<file path="src/rtl/wallace_mac_8x8_pkg.sv">
// Shared constants and carry-save helper for the pipelined 8x8 multiply-accumulate stage.
package wallace_mac_8x8_pkg;

   localparam int MUL_W     = 8;
   localparam int PROD_W    = 16;
   localparam int DEF_ACC_W = 24;
   localparam int DEF_LEN_W = 8;

   // One row pair produced by a 3:2 compressor layer of the multiplier tree
   typedef struct packed {
      logic [PROD_W-1:0] sum;
      logic [PROD_W-1:0] carry;
   } csa_t;

   // Bitwise full-adder across three rows; the carry row is already shifted to its weight
   function automatic csa_t csa(input logic [PROD_W-1:0] x,
                                input logic [PROD_W-1:0] y,
                                input logic [PROD_W-1:0] z);
      csa_t r;
      r.sum   = x ^ y ^ z;
      r.carry = ((x & y) | (x & z) | (y & z)) << 1;
      return r;
   endfunction

endpackage

</file>
<file path="src/rtl/wallace_mac_8x8_product.sv">
// Combinational unsigned 8x8 Wallace-tree multiplier: eight partial-product rows
// reduced to two by four carry-save layers, then one carry-propagate add.
module wallace_8x8_product
   import wallace_mac_8x8_pkg::*;
(
   input  logic [MUL_W-1:0]  a,
   input  logic [MUL_W-1:0]  b,
   output logic [PROD_W-1:0] p
);

   logic [PROD_W-1:0] pp [MUL_W];
   logic [PROD_W-1:0] row;
   csa_t              l1a;
   csa_t              l1b;
   csa_t              l2a;
   csa_t              l2b;
   csa_t              l3;
   csa_t              l4;

   // Generate each partial-product row aligned to its weight
   always_comb begin
      row = '0;
      for (int i = 0; i < MUL_W; i++) begin
         row            = '0;
         row[MUL_W-1:0] = {MUL_W{b[i]}} & a;
         pp[i]          = row << i;
      end
   end

   // Reduce 8 rows -> 6 -> 4 -> 3 -> 2; the product always fits in 16 bits so no carry is lost
   always_comb begin
      l1a = csa(pp[0], pp[1], pp[2]);
      l1b = csa(pp[3], pp[4], pp[5]);
      l2a = csa(l1a.sum, l1a.carry, l1b.sum);
      l2b = csa(l1b.carry, pp[6], pp[7]);
      l3  = csa(l2a.sum, l2a.carry, l2b.sum);
      l4  = csa(l3.sum, l3.carry, l2b.carry);
      p   = l4.sum + l4.carry;
   end

endmodule

</file>
<file path="src/rtl/wallace_mac_8x8.sv">
// Three-stage unsigned multiply-accumulate: operand register, product register,
// then a per-vector accumulator whose finished result is held on an output handshake.
module wallace_mac_8x8
   import wallace_mac_8x8_pkg::*;
#(
   parameter int ACC_W = DEF_ACC_W,
   parameter int LEN_W = DEF_LEN_W
) (
   input  logic               clk,
   input  logic               clrn,
   input  logic               in_valid,
   output logic               in_ready,
   input  logic [MUL_W-1:0]   a,
   input  logic [MUL_W-1:0]   b,
   input  logic               in_last,
   output logic               out_valid,
   input  logic               out_ready,
   output logic [ACC_W-1:0]   acc,
   output logic [LEN_W-1:0]   count,
   output logic               overflow
);

   logic              stall;

   logic              v1;
   logic              last1;
   logic [MUL_W-1:0]  a1;
   logic [MUL_W-1:0]  b1;
   logic [PROD_W-1:0] prod;

   logic              v2;
   logic              last2;
   logic [PROD_W-1:0] p2;

   logic [ACC_W-1:0]  sum;
   logic [LEN_W-1:0]  cnt;
   logic              ovf;

   logic [ACC_W:0]    wide_sum;
   logic [ACC_W-1:0]  nsum;
   logic              ncarry;
   logic [LEN_W-1:0]  ncnt;

   // A result waiting on the consumer freezes the whole pipeline
   always_comb begin
      stall    = out_valid && !out_ready;
      in_ready = !stall;
   end

   // Next accumulator value, its carry out, and the saturating beat count
   always_comb begin
      wide_sum = (ACC_W+1)'(sum) + (ACC_W+1)'(p2);
      nsum     = wide_sum[ACC_W-1:0];
      ncarry   = wide_sum[ACC_W];
      ncnt     = (cnt == '1) ? cnt : cnt + LEN_W'(1);
   end

   // Stage 1: capture the accepted operand pair in front of the multiplier
   always_ff @(posedge clk or negedge clrn) begin
      if (!clrn) begin
         v1    <= 1'b0;
         last1 <= 1'b0;
         a1    <= '0;
         b1    <= '0;
      end else if (!stall) begin
         v1 <= in_valid;
         if (in_valid) begin
            a1    <= a;
            b1    <= b;
            last1 <= in_last;
         end
      end
   end

   wallace_8x8_product u_product (
      .a (a1),
      .b (b1),
      .p (prod)
   );

   // Stage 2: register the product so the array never reaches the accumulator combinationally
   always_ff @(posedge clk or negedge clrn) begin
      if (!clrn) begin
         v2    <= 1'b0;
         last2 <= 1'b0;
         p2    <= '0;
      end else if (!stall) begin
         v2 <= v1;
         if (v1) begin
            p2    <= prod;
            last2 <= last1;
         end
      end
   end

   // Stage 3: running sum of the current vector, cleared when its last beat completes
   always_ff @(posedge clk or negedge clrn) begin
      if (!clrn) begin
         sum <= '0;
         cnt <= '0;
         ovf <= 1'b0;
      end else if (!stall && v2) begin
         if (last2) begin
            sum <= '0;
            cnt <= '0;
            ovf <= 1'b0;
         end else begin
            sum <= nsum;
            cnt <= ncnt;
            ovf <= ovf | ncarry;
         end
      end
   end

   // Output register: load a finished vector, else drop the result once it has been taken
   always_ff @(posedge clk or negedge clrn) begin
      if (!clrn) begin
         out_valid <= 1'b0;
         acc       <= '0;
         count     <= '0;
         overflow  <= 1'b0;
      end else if (!stall) begin
         if (v2 && last2) begin
            out_valid <= 1'b1;
            acc       <= nsum;
            count     <= ncnt;
            overflow  <= ovf | ncarry;
         end else if (out_valid) begin
            out_valid <= 1'b0;
         end
      end
   end

endmodule

</file>
<file path="config.mk">
export PLATFORM = sky130hd
export DESIGN_NAME = wallace_mac_8x8
export DESIGN_NICKNAME = d
export VERILOG_FILES = /design/src/rtl/wallace_mac_8x8_pkg.sv /design/src/rtl/wallace_mac_8x8_product.sv /design/src/rtl/wallace_mac_8x8.sv
export SDC_FILE = /design/constraint.sdc
export NUM_CORES = 1
export LEC_CHECK = 0
export CAP_MARGIN = 0
export CORE_MARGIN = 2
export CORE_UTILIZATION = 40
export CTS_CLUSTER_SIZE = 12
export DETAILED_ROUTE_END_ITERATION = 10
export DONT_BUFFER_PORTS = 1
export GPL_ROUTABILITY_DRIVEN = 0
export SLEW_MARGIN = 40
export SYNTH_ARGS = -nofsm -noshare
export SYNTH_HDL_FRONTEND = slang
export SYNTH_SLANG_ARGS = --single-unit
</file>
<file path="constraint.sdc">
create_clock -name clk -period 7.4 [get_ports clk]
set_input_delay 0.74 -clock clk [delete_from_list [all_inputs] [get_ports clk]]
set_output_delay 0.74 -clock clk [all_outputs]
set_load 0.02 [all_outputs]
</file>
# Word level (Yosys, flattened, before mapping)
# Index checks and enable logic that the tools add are counted.
# word_totals
regBits	103
in_bits	21
out_inout_bits	35
word_cells	83
# op_classes
add_sub_neg	3
eq_ne	1
muxes	5
bitwise	52
reduce_logical	8
# ops
op	count
$and 15x15->15	10
$or 15x15->15	10
$xor 16x16->16	5
$and 8x8->8	8
$add 24x16->25	1
$mux 24	1
$add 16x16->16	1
$mux 8	2
$xor 16x13->16	1
$xor 16x14->16	1
$xor 16x15->16	1
$and 14x15->15	1
$and 15x14->15	1
$or 15x10->15	1
$or 15x13->15	1
$and 11x13->13	1
$and 12x13->13	1
$xor 12x13->13	1
$and 11x12->12	1
$xor 11x12->12	1
$and 8x10->10	1
$and 9x10->10	1
$xor 9x10->10	1
$and 8x9->9	1
other kinds (9)	15

# Logic depth before layout (Yosys ltp)
# Gate-level depths: netlist of run 1.
# depth
ltp_word	14
ltp_mapped	17
mapped_depth_nobuf	16

# Hierarchy
# A second synthesis of run 1 with hierarchy kept.
# hier_totals
cells_unflattened	695
hier_area_um2	7108.1
# by_module_without_submodules
module	n_inst	cells_each	area_each_um2	seq_area_each_um2
wallace_mac_8x8	1	492	5257.5	2577.5
wallace_8x8_product	1	203	1850.5	0.0

# Least setup slack after synthesis of run 1
# OpenSTA, ideal clock, no wires.
# synth_path
kind	flip-flop to flip-flop
from	register b1[0]
to	register p2[15]
setup_time_ps	133
arrival_time_ps	4104
required_time_ps	7267
path_slack_ps	3162
stages_incl_launch_ff	16
path_buffers	1
synth_period_minus_slack_ps	4238
cell_sequence	dfrtp_1 clkbuf_1 nand2_1 fa_1 fa_1 fa_1 inv_1 ha_1 ha_1 fa_1 a21o_1 a21o_1 a211o_1 a31oi_1 xor2_1 o21ai_0
# synth_via
elab_chain_len	14
word_cells_on_any_way	29
cone_classes	add/sub (1); bitwise (28)
# synth_rtl
element	line	text
start, declared	wallace_mac_8x8.sv:28	logic [MUL_W-1:0] b1;
start signal, assigned	wallace_mac_8x8.sv:64	b1 <= '0;
start signal, assigned	wallace_mac_8x8.sv:69	b1 <= b;
$and 8x8->8 (*)	wallace_mac_8x8_product.sv:25	row[MUL_W-1:0] = {MUL_W{b[i]}} & a;
$and 8x9->9 or $and 8x10->10 (tied branches)	wallace_mac_8x8_pkg.sv:21	r.carry = ((x & y) | (x & z) | (y & z)) << 1;
$or 15x15->15	wallace_mac_8x8_pkg.sv:21	
$or 15x10->15	wallace_mac_8x8_pkg.sv:21	
$and 15x15->15	wallace_mac_8x8_pkg.sv:21	
$or 15x15->15 (2 in series)	wallace_mac_8x8_pkg.sv:21	
$and 15x15->15	wallace_mac_8x8_pkg.sv:21	
$or 15x15->15 (2 in series)	wallace_mac_8x8_pkg.sv:21	
$and 15x15->15	wallace_mac_8x8_pkg.sv:21	
$or 15x15->15 (2 in series)	wallace_mac_8x8_pkg.sv:21	
$add 16x16->16 (*)	wallace_mac_8x8_product.sv:38	p = l4.sum + l4.carry;
end signal, assigned	wallace_mac_8x8.sv:90	p2 <= prod;
end, declared	wallace_mac_8x8.sv:33	logic [PROD_W-1:0] p2;
# Every way passes the cells marked *; elsewhere a longest branch is shown, timed or not.
# A chain may end at the register's enable or synchronous reset.

# Worst setup path in the final report of run 1
# Same ends and word-level chain as after synthesis.

==> flow_summary.ini, run 1 <==
[clocking]
hold_buffers = 0
post-cts-setup-buffers = 0
clkSinkCount = 103
cts_tree = done
cts_buffer_depth = 2
clkTransAtPathRegs_ns = 0.07
numCtsBuffers = 9
cts_resized = 0
clk_latency_ns = 0.36
cts_root_buffer = clkbuf_16
h-tree-depth = 3

[sta]
finalCritPeriodShare = 0.596
skew_ns = 0.00942
maxSlewHeadroom = 0.461
setup_violations = 0
period_minus_slack_ns = 4.41
rsz0062_at_grt = false
hold_violations = 0
final-max-slew-violation-count = 0
finalSetupTns_ns = 0
tightest_slew_ns = 0.805
max_clock_freq_ghz = 0.227

[synth]
yosys_warnings = 0
muxShareOfSynthArea = 0.0461
synth_seq_cells = 103
synth_top_family_by_area = adder cells
synthArstFlopShare = 1.00
synth_edf_count = 0
postSynthCellCount = 713
synthSimpleGateAreaFrac = 0.162
syn-num-nets = 816
syn_area_sq_um = 7030
synthFlopType = dfrtp_1
syn_avg_cell_area_sq_um = 9.87
synth_compound_area_frac = 0.157
synth-seq-area-share = 0.366
ys_types = 71
synth_adder_area_share = 0.189
synthXorXnorAreaFrac = 0.0361

[cells_and_area]
syn2layout_area_growth_pct = 7.22
drive_gt1_frac = 0.103
final_util = 0.438
n_antenna_cell = 0
fillers = 1605
nets = 804

[grt]
overflow = 0
antenna_found_initial = 0
grt_pass1_wl_mm = 25.8
grt_max_degree = 104
grt_usage = 0.173
grt_pass1_vias = 5277

[run_status]
status = finished, final reports clean

[die]
die_w_um = 137
core_sq_um = 17200
io_pins = 56
start_util = 0.408
die_h_um = 137
dieArea_sq_um = 18700
core.rowCount = 48

[place]
hpwl_mm = 11.2
portBuffers = 0

[worst_setup_path]
crit_path_end_kind = flop
worstPathRequired_ns = 7.62
crit_arrival_ns = 4.63
crit_fanout = 9
start_kind = flop
r2r_setup_slack_ns = 2.99
reg2reg_from = b1[0]
worst_r2r_endpoint = p2[15]
worstSetupPathType = reg2reg
reg2reg_depth = 14

[route]
viasPerCell = 5.38
drtIter0Drc = 313
dr_total_vias = 5007
wl_mm = 15.1
wl_per_cell_um = 16.2
ant_nets = 0
dr.pass1.iters = 4
drc = 0

[run]
max_cap_viol_count = 0

[hold_path]
hold_class = in2async
==> critical path: stages, from the launching register on <==
cell	delay (ns)
dfrtp_1	0.52
nand2_1	0.14
fa_1	0.52
fa_1	0.52
fa_1	0.54
inv_1	0.04
ha_1	0.28
ha_1	0.21
fa_1	0.40
a21o_1	0.19
a21o_1	0.21
a211o_1	0.26
a31oi_1	0.20
xor2_1	0.15
o21ai_0	0.08
==> cells by family (layout without fill, tap and decap cells) <==
| group | after synthesis | in the layout |
|---|---|---|
| and+or+nand+nor | 233 | 233 |
| AOI/OAI and AO/OA | 161 | 161 |
| DFF | 103 | 103 |
| adders and majority gates | 82 | 82 |
| buffers and inverters | 76 | 69 |
| xor gates and xnor gates | 29 | 29 |
| muxes | 29 | 29 |
==> how the worst max path moves through the flow <==
stage	start	end	cells after the start
2_1_floorplan	b1[0]	p2[15]	15
3_3_place_gp	a1[4]	p2[15]	14
3_5_place_dp	b1[0]	p2[13]	14
4_1_cts	b1[0]	p2[13]	14
5_1_grt	b1[0]	p2[13]	14
6_report	b1[0]	p2[15]	14
==> Yosys cell counts (all sizes together) (10+ instances only) <==
master,instances,share of area
nand3,14,0.010
dfrtp,103,0.37
buf,11,0.0084
mux2,27,0.043
inv,49,0.026
a21o,10,0.011
ha,42,0.075
o21ai,61,0.045
fa,40,0.11
nand2,113,0.061
a21oi,29,0.023
xor2,14,0.017
and2,50,0.045
xnor2,15,0.019
nor2,24,0.013
clkbuf,15,0.0094
==> area by class of cell <==
class | instances | area [sq um] | area share
repair buffers | 3 | 22.5 | 0.00299
clock buffers | 10 | 239 | 0.0317
inverters | 50 | 188 | 0.0249
well taps | 225 | 282 | 0.0373
multi-input cells | 534 | 4150 | 0.551
flip-flops and latches | 103 | 2580 | 0.342
clock inverters | 6 | 80.1 | 0.0106
==> metal layers <==
metal	wire length, um	vias to the layer above	track usage
li1	-	2416	-
met3	553	21	0.0285
met4	336	0	0.0556
met2	7380	97	0.298
met1	6810	2473	0.223
met5	0	-	0
==> state kept, by name (all words and copies together), names as in the netlist, 8 cells and up <==
| signal | flops |
|---|---|
| sum | 24 |
| cnt | 8 |
| acc | 24 |
| b1 | 8 |
| count | 8 |
| a1 | 8 |
| p2 | 16 |
==> through the flow <==
stage / hold slack (ns) / cell area [sq um] / setup WS [ns] / std cells
4_1_cts: 0.0664 / 7540 / 2.93 / 931
3_3_place_gp: 0.451 / 7210 / 3.06 / 915
5_1_grt: 0.0625 / 7540 / 2.67 / 931
3_5_place_dp: 0.450 / 7220 / 2.94 / 915
2_1_floorplan: 0.443 / 7030 / 3.16 / 713
6_report: 0.0799 / 7540 / 2.99 / 931
==> cells in the final DEF (no fill, tap or decap), types with 3 or more instances in the layout <==
| cell type | netlist | routed |
|---|---|---|
| nand2_1 | 112 | 110 |
| dfrtp_1 | 103 | 103 |
| o21ai_0 | 51 | 51 |
| inv_1 | 49 | 49 |
| and2_1 | 48 | 48 |
| ha_1 | 42 | 42 |
| fa_1 | 40 | 40 |
| a21oi_1 | 27 | 27 |
| mux2_2 | 27 | 27 |
| nor2_1 | 23 | 23 |
| xnor2_1 | 15 | 15 |
| nand3_1 | 14 | 14 |
| xor2_1 | 14 | 14 |
| clkbuf_16 | 0 | 9 |
| a21o_1 | 8 | 8 |
| o21ai_1 | 7 | 7 |
| nand4_1 | 7 | 7 |
| o31ai_1 | 7 | 7 |
| a31oi_1 | 7 | 7 |
| a22o_1 | 7 | 7 |
| o211ai_1 | 5 | 5 |
| a211o_1 | 4 | 4 |
| a211oi_1 | 4 | 4 |
| nand2b_1 | 3 | 3 |
| a211oi_2 | 3 | 3 |
| o21bai_1 | 3 | 3 |
| and3_1 | 3 | 3 |
| or3_1 | 3 | 3 |
| o2111ai_1 | 3 | 3 |
| o21ai_2 | 3 | 3 |
| o21a_1 | 3 | 3 |
| buf_4 | 0 | 3 |
Power of run 1 is left out: the tool's default activity adds up to more than one toggle a clock period on the data nets, which glitch-free logic cannot reach.
==> inputs of run 2 (changes only) <==
==> constraint.sdc (replaced) <==
create_clock -name clk -period 4 [get_ports clk]
set_input_delay 0.4 -clock clk [delete_from_list [all_inputs] [get_ports clk]]
set_output_delay 0.4 -clock clk [all_outputs]
set_load 0.02 [all_outputs]
==> flow_summary.ini, run 2 (same netlist as run 1, synthesis figures left out) <==
[grt]
grt_pass1_vias = 5323
grt_usage = 0.178
grt_pass1_wl_mm = 26.0
grt_max_degree = 104
overflow = 0
antenna_found_initial = 0

[cells_and_area]
nets = 846
multi_input_area_sq_um = 4280
final_cells = 973
final_common_cell = nand2_1
seq_area_sq_um = 2590
largest_registers = acc: 24 flops, sum: 24 flops, p2: 16 flops
n_antenna_cell = 0
mostFrequentLayoutCells = nand2_1 (109), dfrtp_1 (94), inv_1 (48), o21ai_0 (47)
syn2layout_area_growth_pct = 14.4
drive_gt1_frac = 0.195
design_area_sq_um = 8050
fillers = 1609

[worst_setup_path]
crit_arrival_ns = 4.34
crit_path_end_kind = flop
start_kind = flop
r2r_setup_slack_ns = -0.11
worstSetupPathType = reg2reg
worstPathRequired_ns = 4.23
crit_fanout = 7

[clocking]
cts_root_buffer = clkbuf_16
h-tree-depth = 3
numCtsBuffers = 9
clk_latency_ns = 0.36
clkTransAtPathRegs_ns = 0.07
cts_buffer_depth = 2
cts_tree = done
clkSinkCount = 103

[place]
dp_cells = 949
pre_cts_ws_ns = -0.154
portBuffers = 0
place_area_sq_um = 7510
hpwl_mm = 11.5

[route]
drtIter0Drc = 221
wl_mm = 15.4
ant_nets = 0
drc = 0
dr_total_vias = 5169
dr.pass1.iters = 5
wl_per_cell_um = 15.8
viasPerCell = 5.31

[die]
core.rowCount = 48
dieArea_sq_um = 18700
die_h_um = 137
core_sq_um = 17200
start_util = 0.408
die_w_um = 137
io_pins = 56

[sta]
layout_setup_ws_ns = -0.109
setup_violations = 4
max_clock_freq_ghz = 0.243
tightest_slew_ns = 0.781
period_minus_slack_ns = 4.11
maxSlewHeadroom = 0.476
finalCritPeriodShare = 1.03
skew_ns = 0.0125
final-max-slew-violation-count = 0
hold_violations = 0
fin_hold_ws_ns = 0.185
rsz0062_at_grt = true

[run]
max_cap_viol_count = 0

[run_status]
status = finished, violations left
violations = negative setup slack

[hold_path]
hold_class = in2reg
-- run 2: worst paths after layout --
| kind | startpoint | end | cells after the start |
|---|---|---|---|
| setup / recovery | a1[4] | p2[15] | 14 |
| hold / removal | b[5] | b1[5] | 1 |
| setup reg to reg | a1[4] | p2[15] | 14 |
| hold reg to reg | p2[8] | p2[8] | 2 |
| max in group asynchronous | clrn | b1[3] | 2 |
| min in group asynchronous | clrn | acc[3] | 2 |
-- run 2: critical path, cell delays in order (launching register included) --
cell     delay (ns)
dfrtp_2        0.45
and2_4         0.18
fa_1           0.52
inv_1          0.05
fa_1           0.50
fa_1           0.44
fa_1           0.56
inv_2          0.05
ha_4           0.21
a21o_1         0.15
a21o_1         0.19
a211o_1        0.27
a31oi_1        0.17
xor2_1         0.17
o21ai_1        0.07
-- run 2: area by class of cell --
cell class              count  share of cell area
multi-input cells         534               0.532
flip-flops and latches    103               0.322
repair buffers             45              0.0448
well taps                 225              0.0350
clock buffers              10              0.0285
inverters                  50              0.0233
clock inverters             6              0.0143
-- run 2: metrics by stage --
stage,utilization,setup TNS [ns]
2_1_floorplan,-,0
3_3_place_gp,0.436,-0.352
3_5_place_dp,0.436,-0.724
4_1_cts,0.461,-0.388
5_1_grt,0.467,-1.02
6_report,0.467,-0.196
-- run 2: routing by layer --
| layer | part of all wire | wire length (um) | track usage |
|---|---|---|---|
| met1 | 0.44 | 6750 | 0.227 |
| met2 | 0.49 | 7590 | 0.297 |
| met3 | 0.039 | 601 | 0.0263 |
| met4 | 0.027 | 416 | 0.0828 |
| met5 | 0 | 0 | 0 |
-- run 2: repair_timing --
item,4_1_cts,5_1_grt
cloned,0,0
resized for setup,10,22
pin swaps,11,15
endpoints found under the setup margin,6,7
hold buffers,2,0
hold endpoints to repair,103,0
buffers inserted,3,3
Power of run 2 is left out for the same reason.
